$ cat config.mk
export PLATFORM = sky130hd
export DESIGN_NAME = vx_fpu_rsp_buf
export DESIGN_NICKNAME = d
export VERILOG_FILES = /design/src/rtl/vx_fpu_rsp_buf_pkg.sv /design/src/rtl/vx_fpu_fflags_merge.sv /design/src/rtl/vx_fpu_rsp_buf.sv
export SDC_FILE = /design/constraint.sdc
export NUM_CORES = 1
export LEC_CHECK = 0
export BUFFER_PORTS_ARGS = -buffer_cell sky130_fd_sc_hd__buf_4
export CORE_UTILIZATION = 40
export CTS_CLUSTER_DIAMETER = 120
export DETAILED_ROUTE_END_ITERATION = 6
export HOLD_SLACK_MARGIN = 0.03
export PLACE_DENSITY_LB_ADDON = 0.08
export SYNTH_ARGS = -nofsm -noshare
export SYNTH_HDL_FRONTEND = slang
export SYNTH_SLANG_ARGS = --single-unit
$ cat constraint.sdc
create_clock -name clk -period 5.15 [get_ports clk]
set_input_delay 1.2875 -clock clk [delete_from_list [all_inputs] [get_ports clk]]
set_output_delay 1.2875 -clock clk [all_outputs]
set_load 0.005 [all_outputs]
$ cat src/rtl/vx_fpu_rsp_buf_pkg.sv
// rtl/vx_fpu_rsp_buf_pkg.sv - shared FPU constants and types used by the sqrt response buffer
package vx_fpu_rsp_buf_pkg;

    localparam int FP_FLAGS_BITS = 5;

    localparam int LATENCY_FSQRT = 8;

    typedef struct packed {
        logic nv;
        logic dz;
        logic of;
        logic uf;
        logic nx;
    } fflags_t;

endpackage

$ cat src/rtl/vx_fpu_fflags_merge.sv
// rtl/vx_fpu_fflags_merge.sv - lane-masked OR reduction of per-lane FP exception flags
module vx_fpu_fflags_merge
    import vx_fpu_rsp_buf_pkg::*;
#(
    parameter int NUM_LANES = 1
) (
    input  logic [NUM_LANES-1:0]               lane_mask,
    input  logic [NUM_LANES*FP_FLAGS_BITS-1:0] lane_fflags,
    output logic [FP_FLAGS_BITS-1:0]           merged
);

    fflags_t acc;

    // OR together the flags of every active lane; inactive lanes never contribute
    always_comb begin
        acc = '0;
        for (int i = 0; i < NUM_LANES; i++) begin
            if (lane_mask[i]) begin
                acc = fflags_t'(acc | lane_fflags[i*FP_FLAGS_BITS +: FP_FLAGS_BITS]);
            end
        end
    end

    assign merged = acc;

endmodule

$ cat src/rtl/vx_fpu_rsp_buf.sv
// rtl/vx_fpu_rsp_buf.sv - credit-managed response FIFO behind the sqrt pipe; FPU_RSP_FFLAGS_EN enables fflags storage
module vx_fpu_rsp_buf
    import vx_fpu_rsp_buf_pkg::*;
#(
    parameter int NUM_LANES = 1,
    parameter int TAGW      = 1,
    parameter int DEPTH     = 4
) (
    input  logic                               clk,
    input  logic                               reset,
    input  logic                               issue_fire,
    output logic                               credit_ok,
    input  logic                               enq_valid,
    input  logic [TAGW-1:0]                    enq_tag,
    input  logic [NUM_LANES-1:0]               enq_lane_mask,
    input  logic [NUM_LANES*32-1:0]            enq_result,
    input  logic                               enq_has_fflags,
    input  logic [NUM_LANES*FP_FLAGS_BITS-1:0] enq_fflags,
    output logic                               deq_valid,
    output logic [TAGW-1:0]                    deq_tag,
    output logic [NUM_LANES*32-1:0]            deq_result,
    output logic                               deq_has_fflags,
    output logic [FP_FLAGS_BITS-1:0]           deq_fflags,
    input  logic                               deq_ready,
    output logic                               overflow
);

    localparam int AW = $clog2(DEPTH);
    localparam int CW = AW + 1;
    localparam int RW = NUM_LANES * 32;
    localparam int FW = NUM_LANES * FP_FLAGS_BITS;
    localparam logic [CW-1:0] DEPTH_C = CW'(DEPTH);

    logic [AW-1:0] wr_ptr;
    logic [AW-1:0] rd_ptr;
    logic [CW-1:0] count;
    logic [CW-1:0] inflight;
    logic          full;
    logic          do_enq;
    logic          do_deq;

    logic [TAGW-1:0] tag_mem [DEPTH];
    logic [RW-1:0]   res_mem [DEPTH];

    logic [NUM_LANES-1:0] head_mask;
    logic [FW-1:0]        head_fflags;

    assign deq_valid = (count != '0);
    assign full      = (count == DEPTH_C);
    assign do_deq    = deq_valid & deq_ready;
    // A full buffer still takes a result when the head leaves in the same cycle
    assign do_enq    = enq_valid & (~full | do_deq);

    // Credits cover both stored entries and ops still travelling through the pipe
    assign credit_ok = ({1'b0, count} + {1'b0, inflight}) < {1'b0, DEPTH_C};

    // FIFO pointers and occupancy
    always_ff @(posedge clk or posedge reset) begin
        if (reset) begin
            wr_ptr <= '0;
            rd_ptr <= '0;
            count  <= '0;
        end else begin
            if (do_enq) begin
                wr_ptr <= wr_ptr + 1'b1;
            end
            if (do_deq) begin
                rd_ptr <= rd_ptr + 1'b1;
            end
            if (do_enq & ~do_deq) begin
                count <= count + 1'b1;
            end else if (do_deq & ~do_enq) begin
                count <= count - 1'b1;
            end
        end
    end

    // Ops issued but not yet returned; saturates at both ends
    always_ff @(posedge clk or posedge reset) begin
        if (reset) begin
            inflight <= '0;
        end else if (issue_fire & ~enq_valid) begin
            if (inflight != DEPTH_C) begin
                inflight <= inflight + 1'b1;
            end
        end else if (enq_valid & ~issue_fire) begin
            if (inflight != '0) begin
                inflight <= inflight - 1'b1;
            end
        end
    end

    // Sticky protocol error: result into a full buffer, or a result nobody issued
    always_ff @(posedge clk or posedge reset) begin
        if (reset) begin
            overflow <= 1'b0;
        end else if (enq_valid & ((full & ~do_deq) | (inflight == '0))) begin
            overflow <= 1'b1;
        end
    end

    // Payload storage; entries are only read while valid so they need no reset
    always_ff @(posedge clk) begin
        if (do_enq) begin
            tag_mem[wr_ptr] <= enq_tag;
            res_mem[wr_ptr] <= enq_result;
        end
    end

    assign deq_tag    = deq_valid ? tag_mem[rd_ptr] : '0;
    assign deq_result = deq_valid ? res_mem[rd_ptr] : '0;

`ifdef FPU_RSP_FFLAGS_EN
    logic                 hf_mem   [DEPTH];
    logic [NUM_LANES-1:0] mask_mem [DEPTH];
    logic [FW-1:0]        ff_mem   [DEPTH];

    // Exception-flag side storage, written alongside the payload
    always_ff @(posedge clk) begin
        if (do_enq) begin
            hf_mem[wr_ptr]   <= enq_has_fflags;
            mask_mem[wr_ptr] <= enq_lane_mask;
            ff_mem[wr_ptr]   <= enq_fflags;
        end
    end

    assign deq_has_fflags = deq_valid & hf_mem[rd_ptr];
    assign head_mask      = deq_valid ? mask_mem[rd_ptr] : '0;
    assign head_fflags    = deq_valid ? ff_mem[rd_ptr] : '0;
`else
    logic unused_fflags_in;

    assign unused_fflags_in = ^{enq_lane_mask, enq_has_fflags, enq_fflags};
    assign deq_has_fflags   = 1'b0;
    assign head_mask        = '0;
    assign head_fflags      = '0;
`endif

    vx_fpu_fflags_merge #(
        .NUM_LANES(NUM_LANES)
    ) u_fflags_merge (
        .lane_mask  (head_mask),
        .lane_fflags(head_fflags),
        .merged     (deq_fflags)
    );

endmodule
==> results of run 1 <==
[routing by layer]
layer | vias to the layer above | part of all wire, %
met1 | 1427 | 43
met2 | 69 | 50
met4 | 0 | 1.5
met3 | 14 | 5.7
li1 | 1264 | -
met5 | - | 0
[cell usage in the layout, fill, tap and decap left out, drive strengths merged, types with 2 or more instances in the layout]
master / synthesis / final
clkinvlp: 0 / 3
clkbuf: 5 / 18
fa: 2 / 2
nand2: 2 / 2
conb: 1 / 6
ha: 8 / 8
edfxtp: 132 / 132
clkinv: 0 / 9
and2: 38 / 38
o31ai: 2 / 2
xor2: 3 / 3
nor2: 4 / 4
mux4: 33 / 33
bufinv: 0 / 2
buf: 13 / 76
o21ai: 4 / 4
a21oi: 2 / 2
inv: 8 / 8
dfrtp: 11 / 11
xnor2: 4 / 4
mux2: 2 / 2
[per-stage QoR]
step	setup WS, ns	util (%)
6_report	1.58	50.0
5_1_grt	1.42	50.0
4_1_cts	1.50	50.0
3_5_place_dp	1.96	46.1
3_3_place_gp	1.96	46.1
2_1_floorplan	2.27	-
[worst max-delay path, cell delays in order (launching register included)]
cell	delay [ns]
dfrtp_2	0.65
buf_4	0.36
mux4_2	0.52
and2_1	0.19
buf_4	0.14
[final timing paths]
check | start | endpoint | slack [ns] | cells past startpoint
worst max-delay path | rd_ptr[0] | deq_result[10] | 1.58 | 4
worst min-delay path | overflow | overflow | 0.48 | 1
worst max register to register | count[1] | count[2] | 2.56 | 9
worst min register to register | overflow | overflow | 0.48 | 1
max in group asynchronous | reset | rd_ptr[0] | 3.91 | 2
min in group asynchronous | reset | count[2] | 0.89 | 2
[state kept, by name, summed over array words and instances, names as in the netlist]
signal and count:
overflow 1, inflight 3, wr_ptr 2, res_mem 128, rd_ptr 2, tag_mem 4, count 3
[final cells by class]
| cell class | count | area [um2] | share of cell area, % |
|---|---|---|---|
| inverter | 8 | 30.0 | 0.429 |
| clock inverter | 14 | 125 | 1.79 |
| clock buffer | 18 | 429 | 6.13 |
| sequential | 143 | 4240 | 60.6 |
| multi-input combinational | 119 | 1380 | 19.7 |
| timing repair buffer | 76 | 571 | 8.15 |
| tap | 180 | 225 | 3.22 |
[kinds of logic after synthesis]
logic type      after synthesis
mux                          35
xor+xnor                      7
compound gates                9
fa+ha+maj                    10
simple gates                 52
other cells                   1
buf+inv                      26
flops                       143
[report_power, final]
group	switching, mW	internal (mW)	total, mW
logic	0.523	0.729	1.25
registers	0.173	1.54	1.72
clock network	0.441	0.700	1.14
==> reports/results.ini, run 1 <==
[sta]
hold_ws_ns = 0.475
worstMarginPinSlew_ns = 0.974
rsz0062_at_grt = no
slew_viol_final = 0
finalCriticalPeriod_ns = 3.57
slew_headroom_pct = 35.1
fmax_mhz = 280
period_share_pct = 69.3
fin_worst_skew_ns = 0.00528
tns_ns = 0
hold_violations = 0
setup_violations = 0

[logic_synthesis]
yosysSeqAreaShare_pct = 73.4
syn_area_per_cell_um2 = 20.4
yosys_warnings = 0
synth_flop_cell = edfxtp_1
async_flop_share_pct = 7.69
syn-cell-area_mm2 = 0.00577
syn_inst = 283
yosysTopAreaCell = edfxtp_1
ys_top_cells_by_area = edfxtp_1 69%, mux4_2 11%, dfrtp_1 4.8%
ys_types = 31
synth-simple-area-share_pct = 5.37
synth-edff-count = 132
synth_top_family_by_area = multiplexers
synthMuxAreaShare_pct = 13.6
synth_common_cells = 132 x edfxtp_1, 38 x and2_1, 28 x mux4_2
synth_top_cell_area_share_pct = 68.7
yosys_register_bits = 143
synth-xor-area-share_pct = 1.06
synth_fa_ha_area_share_pct = 2.43
synth-compound-area-share_pct = 0.932
yosysMostFrequentCell = edfxtp_1

[critical_path]
critical_path_required_ns = 3.86
cp-start-kind = flip-flop
critPathMaxFanout = 14
crit_arrival_ns = 2.28
cp-end-kind = output pin
path_class = flip-flop to output pin

[routing]
drt_iter0_markers = 140
wirelength_mm = 10.5
drc_errors = 0
drtAntennaViolNets = 0
vias = 2774
wire_per_inst_um = 18.8
dr.pass1.iters = 4
via_per_inst = 4.97

[grt]
use_met3_pct = 5.43
antenna_found_initial = 0
grt_max_degree = 35
grt-ovfl-total = 0
use_met1_pct = 19.2
track_usage_pct = 15.9
grt_pass1_wl_mm = 16.6
globalRoute.busiestLayer = met2
grt_pass1_vias = 2991
grt_use_met2_pct = 26.0

[finish]
drive_gt1_share_pct = 37.0
insertedDiodeCount = 0
design_area_mm2 = 0.00700
final_nets = 420
layout.cells.non_filler = 558
nFillCells = 1189
area_growth_syn_to_layout_pct = 21.2

[place]
numPortBuffers = 73
post_dp_cell_area_mm2 = 0.00644
place_hpwl_mm = 5.96
place_congestion = 0.702
dp.cells = 526

[hold_path]
min_path_type = flip-flop to flip-flop

[floorplanning]
die_y_um = 122
die_w_um = 122
start_util_pct = 41.3
io-pin-count = 87
core_mm2 = 0.0140
rows = 43
dieArea_mm2 = 0.0149

[cts]
numClockSinks = 143
max-clock-path-buffers = 2
cts_htree_levels = 4
clockRootBuffer = clkbuf_16
cts.repair.resized = 0
postCtsSetupBuffers = 0
clkSlewWorstSetupHoldPaths_ns = 0.06
tritoncts = yes
cts_hold_buf = 0
cts_made_buffers = 17
worst_skew_pair.late_latency_ns = 0.41

[pwr]
p_total_mw = 4.11
ir_drop_v = 0.000268
powerDensity_mw_per_mm2 = 587
p_leak_nw = 2.50

[outcome]
outcome = finished clean

[run]
cap_violations = 0

Power figures use the tool's default switching activity.
==> run 2, diff against run 1 <==
clock period = 3.6 ns   (was 5.15 ns; I/O delays follow)
==> run 2 against run 1 <==
- register-to-register slack worse by 1.3 ns
- largest power group unchanged
- sequential cell count stayed put
- clock power is 56% higher
- power is 49% higher
- global-route usage is 0.28 points lower
- via count is 1.6% higher
- critical path type unchanged
- non-clock buffer count is 8 higher
- utilization is 1.2 points higher
- final cell count is 1.4% higher
- die area stayed put
- sequential share of layout area is 1.4 points lower
- largest cell class unchanged
- worst setup slack worse by 1.1 ns
==> reports/results.ini, run 2 (synthesized netlist as in run 1, its figures left out) <==
[finish]
seqCellArea_mm2 = 0.00424  ; unchanged
final_common_cell = edfxtp_1
layout.cells.non_filler = 566  ; +1.4%
nFillCells = 1168  ; -1.8%
top_register = res_mem
insertedDiodeCount = 0  ; unchanged
top_regs = res_mem: 128 flops, tag_mem: 4 flops
fin_util_pct = 51.2  ; +1.2 points
area_growth_syn_to_layout_pct = 24.1
multi_input_area_mm2 = 0.00138  ; unchanged
final_nets = 428  ; +1.9%
largest_reg_flops = 128  ; unchanged
final_cell_mix = 132 x edfxtp_1, 80 x buf_4, 34 x and2_1
drive_gt1_share_pct = 39.9  ; +2.9 points

[routing]
wirelength_mm = 10.3  ; -1.5%
drt_iter0_markers = 115  ; -18%
dr.pass1.iters = 4  ; unchanged
drc_errors = 0  ; unchanged
via_per_inst = 4.98  ; +0.19%
vias = 2819  ; +1.6%
drtAntennaViolNets = 0  ; unchanged
wire_per_inst_um = 18.2  ; -2.9%

[floorplanning]
start_util_pct = 41.3  ; unchanged
die_y_um = 122  ; unchanged
core_mm2 = 0.0140  ; unchanged
dieArea_mm2 = 0.0149  ; unchanged
io-pin-count = 87  ; unchanged
die_w_um = 122  ; unchanged
rows = 43  ; unchanged

[sta]
slew_headroom_pct = 56.3  ; +21 points
fmax_mhz = 325
tns_ns = 0  ; unchanged
rsz0062_at_grt = no
period_share_pct = 85.4
worstMarginPinSlew_ns = 0.656  ; -0.318 ns
fin_worst_skew_ns = 0.00588  ; +0.000605 ns
hold_violations = 0  ; unchanged
setup_violations = 0  ; unchanged
finalCriticalPeriod_ns = 3.08
hold_ws_ns = 0.477  ; +0.00123 ns
slew_viol_final = 0  ; unchanged

[grt]
grt_pass1_vias = 2962  ; -0.97%
antenna_found_initial = 0  ; unchanged
grt-ovfl-total = 0  ; unchanged
grt_max_degree = 37  ; +5.7%
globalRoute.busiestLayer = met2
grt_use_met2_pct = 25.5  ; -0.53 points
use_met1_pct = 18.8  ; -0.45 points
track_usage_pct = 15.6  ; -0.28 points
grt_pass1_wl_mm = 16.4  ; -1.2%
use_met3_pct = 5.62  ; +0.19 points

[critical_path]
cp-end-kind = output pin
r2r_start = count[1]
path_class = flip-flop to output pin
rr_endpoint = count[2]
cp_num_buf_inv = 2  ; unchanged
cpMostUsedCell = buf_4
cp_top_family = flip-flops
reg2reg_depth = 9  ; unchanged
critical_path_required_ns = 2.70  ; -1.16 ns
cp-start-kind = flip-flop
critical_path.cell_chain = buf_4 > mux4_1 > and2_1 > buf_4
crit_arrival_ns = 2.18  ; -0.10 ns
r2r_setup_slack_ns = 1.25  ; -1.31 ns
critPathMaxFanout = 11  ; -3
cp_slowest_cell = dfrtp_2
critPathMaxStageDelay_ns = 0.59  ; -0.06 ns

[pwr]
p_total_mw = 6.11  ; +49%
powerDensity_mw_per_mm2 = 853  ; +45%
p_leak_nw = 2.58  ; +3.0%
ir_drop_v = 0.000448  ; +67%

[outcome]
outcome = finished clean

[hold_path]
hold_start = overflow
hold_path_end = overflow
whs_path_depth = 1  ; unchanged
min_path_type = flip-flop to flip-flop

[run]
cap_violations = 0  ; unchanged

[place]
dp.cells = 534  ; +1.5%
place_congestion = 0.654  ; -6.8%
place_hpwl_mm = 6.35  ; +6.5%
numPortBuffers = 73  ; unchanged

[cts]
cts_htree_levels = 4  ; unchanged
cts.repair.resized = 0  ; unchanged
postCtsSetupBuffers = 0  ; unchanged
cts_hold_buf = 0  ; unchanged
clockRootBuffer = clkbuf_16
numClockSinks = 143  ; unchanged
tritoncts = yes
max-clock-path-buffers = 2  ; unchanged
worst_skew_pair.late_latency_ns = 0.41  ; about the same
clkSlewWorstSetupHoldPaths_ns = 0.06  ; about the same
cts_made_buffers = 17  ; unchanged

==> run 2: cell types whose count changed in the layout (fill, tap and decap cells not counted) <==
cell	before	now
buf_12	0	4
clkinv_1	5	0
clkinv_2	3	1
clkinvlp_4	3	5
bufinv_16	2	3
clkbuf_1	1	0
buf_4	76	80
inv_6	0	5
==> run 2: how the worst max path moves through the flow <==
stage,from,end,cells after the start
2_1_floorplan,deq_ready,res_mem[0][0],3
3_3_place_gp,deq_ready,count[1],7
3_5_place_dp,deq_ready,count[1],7
4_1_cts,rd_ptr[0],deq_result[15],4
5_1_grt,rd_ptr[0],deq_result[15],4
6_report,rd_ptr[0],deq_result[15],4
==> run 2: where the power goes <==
group / total, mW / switching (mW) / internal (mW)
clock: 1.78 / 0.679 / 1.10
sequential: 2.41 / 0.213 / 2.20
combinational: 1.92 / 0.801 / 1.12
==> run 2: final cells by class <==
cell class | instances | area share [%]
flip-flops and latches | 143 | 59.2
well taps | 180 | 3.14
multi-input cells | 119 | 19.2
repair buffers | 84 | 9.50
inverters | 8 | 0.419
clock inverters | 15 | 2.58
clock buffers | 17 | 5.94
==> run 2: per-layer routing <==
metal | routed length (um) | vias up
li1 | - | 1285
met5 | 0 | -
met2 | 5300 | 68
met1 | 4280 | 1452
met3 | 578 | 14
met4 | 158 | 0
==> run 2: stage by stage <==
stage	instance area, um2	worst slack [ns]
after floorplan	5790	1.11
after global placement	6560	0.872
after detailed placement	6560	0.867
after CTS	7170	0.458
after global routing	7170	0.386
final	7170	0.525
==> run 3, diff against run 2 <==
CAP_MARGIN = 20   (was default)
clock period = 2.7 ns   (was 3.6 ns; I/O delays follow)
==> run 3 against run 2 <==
- register-to-register slack worse by 0.77 ns
- via count down 1.8%
- first-iteration DRC count up 41%
- critical endpoint is now deq_result[21]
==> reports/results.ini, run 3 (synthesized netlist as in run 1, its figures left out) <==
[critical_path]
rr_endpoint = res_mem[3][5]
critical_path.cell_chain = buf_4 > buf_6 > mux4_1 > and2_1 > buf_4
reg2reg_depth = 3  ; -6
cpMostUsedCell = buf_4
critPathMaxFanout = 6  ; -5
crit_arrival_ns = 1.91  ; -0.27 ns
cp_slowest_cell = mux4_1
path_class = flip-flop to output pin
r2r_setup_slack_ns = 0.48  ; -0.77 ns
critPathMaxStageDelay_ns = 0.54  ; -0.05 ns
cp-start-kind = flip-flop
r2r_start = count[2]
cp-end-kind = output pin
critical_path_required_ns = 2.03  ; -0.67 ns

[grt]
grt_pass1_wl_mm = 15.9  ; -2.7%
track_usage_pct = 15.4  ; -0.26 points
grt-ovfl-total = 0  ; unchanged
grt_pass1_vias = 2917  ; -1.5%
antenna_found_initial = 0  ; unchanged
grt_max_degree = 34  ; -8.1%

[floorplanning]
io-pin-count = 87  ; unchanged
core_mm2 = 0.0140  ; unchanged
die_y_um = 122  ; unchanged
die_w_um = 122  ; unchanged
start_util_pct = 41.3  ; unchanged
rows = 43  ; unchanged
dieArea_mm2 = 0.0149  ; unchanged

[place]
dp.cells = 532  ; -0.37%
dp_slack_ns = 0.171  ; -0.696 ns
post_dp_cell_area_mm2 = 0.00652  ; -0.61%
place_congestion = 0.669  ; +2.3%
numPortBuffers = 73  ; unchanged
place_hpwl_mm = 6.07  ; -4.4%

[finish]
insertedDiodeCount = 0  ; unchanged
top_register = res_mem
seqCellArea_mm2 = 0.00424  ; unchanged
multi_input_area_mm2 = 0.00138  ; unchanged
top_regs = res_mem: 128 flops, tag_mem: 4 flops
design_area_mm2 = 0.00712  ; -0.59%
final_nets = 430  ; +0.47%
nFillCells = 1201  ; +2.8%
area_growth_syn_to_layout_pct = 23.4
final_common_cell = edfxtp_1
layout.cells.non_filler = 567  ; +0.18%
final_cell_mix = 132 x edfxtp_1, 79 x buf_4, 34 x and2_1
largest_reg_flops = 128  ; unchanged
drive_gt1_share_pct = 38.5  ; -1.4 points

[sta]
period_share_pct = 95.7
hold_violations = 0  ; unchanged
slew_viol_final = 0  ; unchanged
slew_headroom_pct = 34.2  ; -22 points
rsz0062_at_grt = no
setup_violations = 0  ; unchanged
tns_ns = 0  ; unchanged
fmax_mhz = 387
setup_ws_ns = 0.115  ; -0.410 ns
fin_worst_skew_ns = 0.00498  ; -0.000902 ns
worstMarginPinSlew_ns = 0.986  ; +0.330 ns
finalCriticalPeriod_ns = 2.59

[cts]
max-clock-path-buffers = 2  ; unchanged
tritoncts = yes
cts_hold_buf = 0  ; unchanged
cts_made_buffers = 17  ; unchanged
clkSlewWorstSetupHoldPaths_ns = 0.06  ; about the same
worst_skew_pair.late_latency_ns = 0.41  ; about the same
cts_htree_levels = 4  ; unchanged
numClockSinks = 143  ; unchanged
clockRootBuffer = clkbuf_16

[routing]
drt_iter0_markers = 162  ; +41%
drc_errors = 0  ; unchanged
wire_per_inst_um = 18.3  ; +0.20%
wl_met3_um = 559  ; -3.3%
vias = 2769  ; -1.8%
via_per_inst = 4.88  ; -1.9%
met1_length_mm = 4.42  ; +3.2%
wirelength_mm = 10.4  ; +0.38%
drtAntennaViolNets = 0  ; unchanged
dr.pass1.iters = 4  ; unchanged
top_layer_used = met4
met2_length_mm = 5.26  ; -0.79%

[hold_path]
min_path_type = primary input to async pin

[pwr]
p_leak_nw = 2.56  ; -0.50%
ir_drop_v = 0.000615  ; +37%
powerDensity_mw_per_mm2 = 1120  ; +31%

[outcome]
outcome = finished clean

[run]
cap_violations = 0  ; unchanged

==> run 3: cell types whose count changed in the layout (fill, tap and decap cells not counted), sizes merged <==
cell      before  now
inv           13    8
clkinvlp       5    3
buf           84   85
clkbuf        17   18
clkinv         2   10
bufinv         3    1
==> run 3: final cells by class <==
type,count,share of cell area (%)
Sequential cell,143,59.5
Multi-Input combinational cell,119,19.3
Timing Repair Buffer,86,10.1
Clock buffer,17,5.97
Tap cell,180,3.16
Clock inverter,14,1.44
Inverter,8,0.422
==> run 3: routing by layer <==
layer / vias to the layer above / GRT usage, %
met5: - / 0
met1: 1414 / 18.0
met4: 0 / 5.95
met3: 10 / 6.18
met2: 62 / 25.3
li1: 1283 / -
==> run 3: power breakdown <==
group	switching (mW)	internal, mW	total, mW
clock	0.840	1.24	2.08
combinational	1.16	1.59	2.75
sequential	0.205	2.95	3.15
total	2.21	5.77	7.98
==> run 3: worst max path at each step <==
stage	from	to	slack, ns	cells after the start
2_1_floorplan	deq_ready	res_mem[2][0]	0.44	3
3_3_place_gp	deq_ready	res_mem[3][18]	0.17	4
3_5_place_dp	deq_ready	res_mem[1][3]	0.17	4
4_1_cts	rd_ptr[0]	deq_result[16]	0.05	4
5_1_grt	count[1]	deq_result[17]	0.006	4
6_report	rd_ptr[0]	deq_result[21]	0.11	5
==> run 3: what timing repair did <==
action / in CTS / in global routing
setup endpoints to repair: 12 / 1
cloned: 0 / 1
buffers inserted: 1 / 2
gates resized for setup: 1 / 4
==> run 3: worst max-delay path, delay by kind of cell (launching register included) <==
family,cells,cell delay (ns)
AND/OR/NAND/NOR,1,0.18
flip-flops,1,0.38
multiplexers,1,0.54
buffers and inverters,3,0.40
==> run 3: per-stage QoR <==
stage	total power [mW]	utilization, %	hold slack (ns)
floorplan	4.77	-	0.459
global placement	5.86	46.6	0.462
detailed placement	5.89	46.6	0.464
CTS	8.01	50.4	0.282
global route	8.47	50.9	0.295
finish	7.98	50.9	0.275
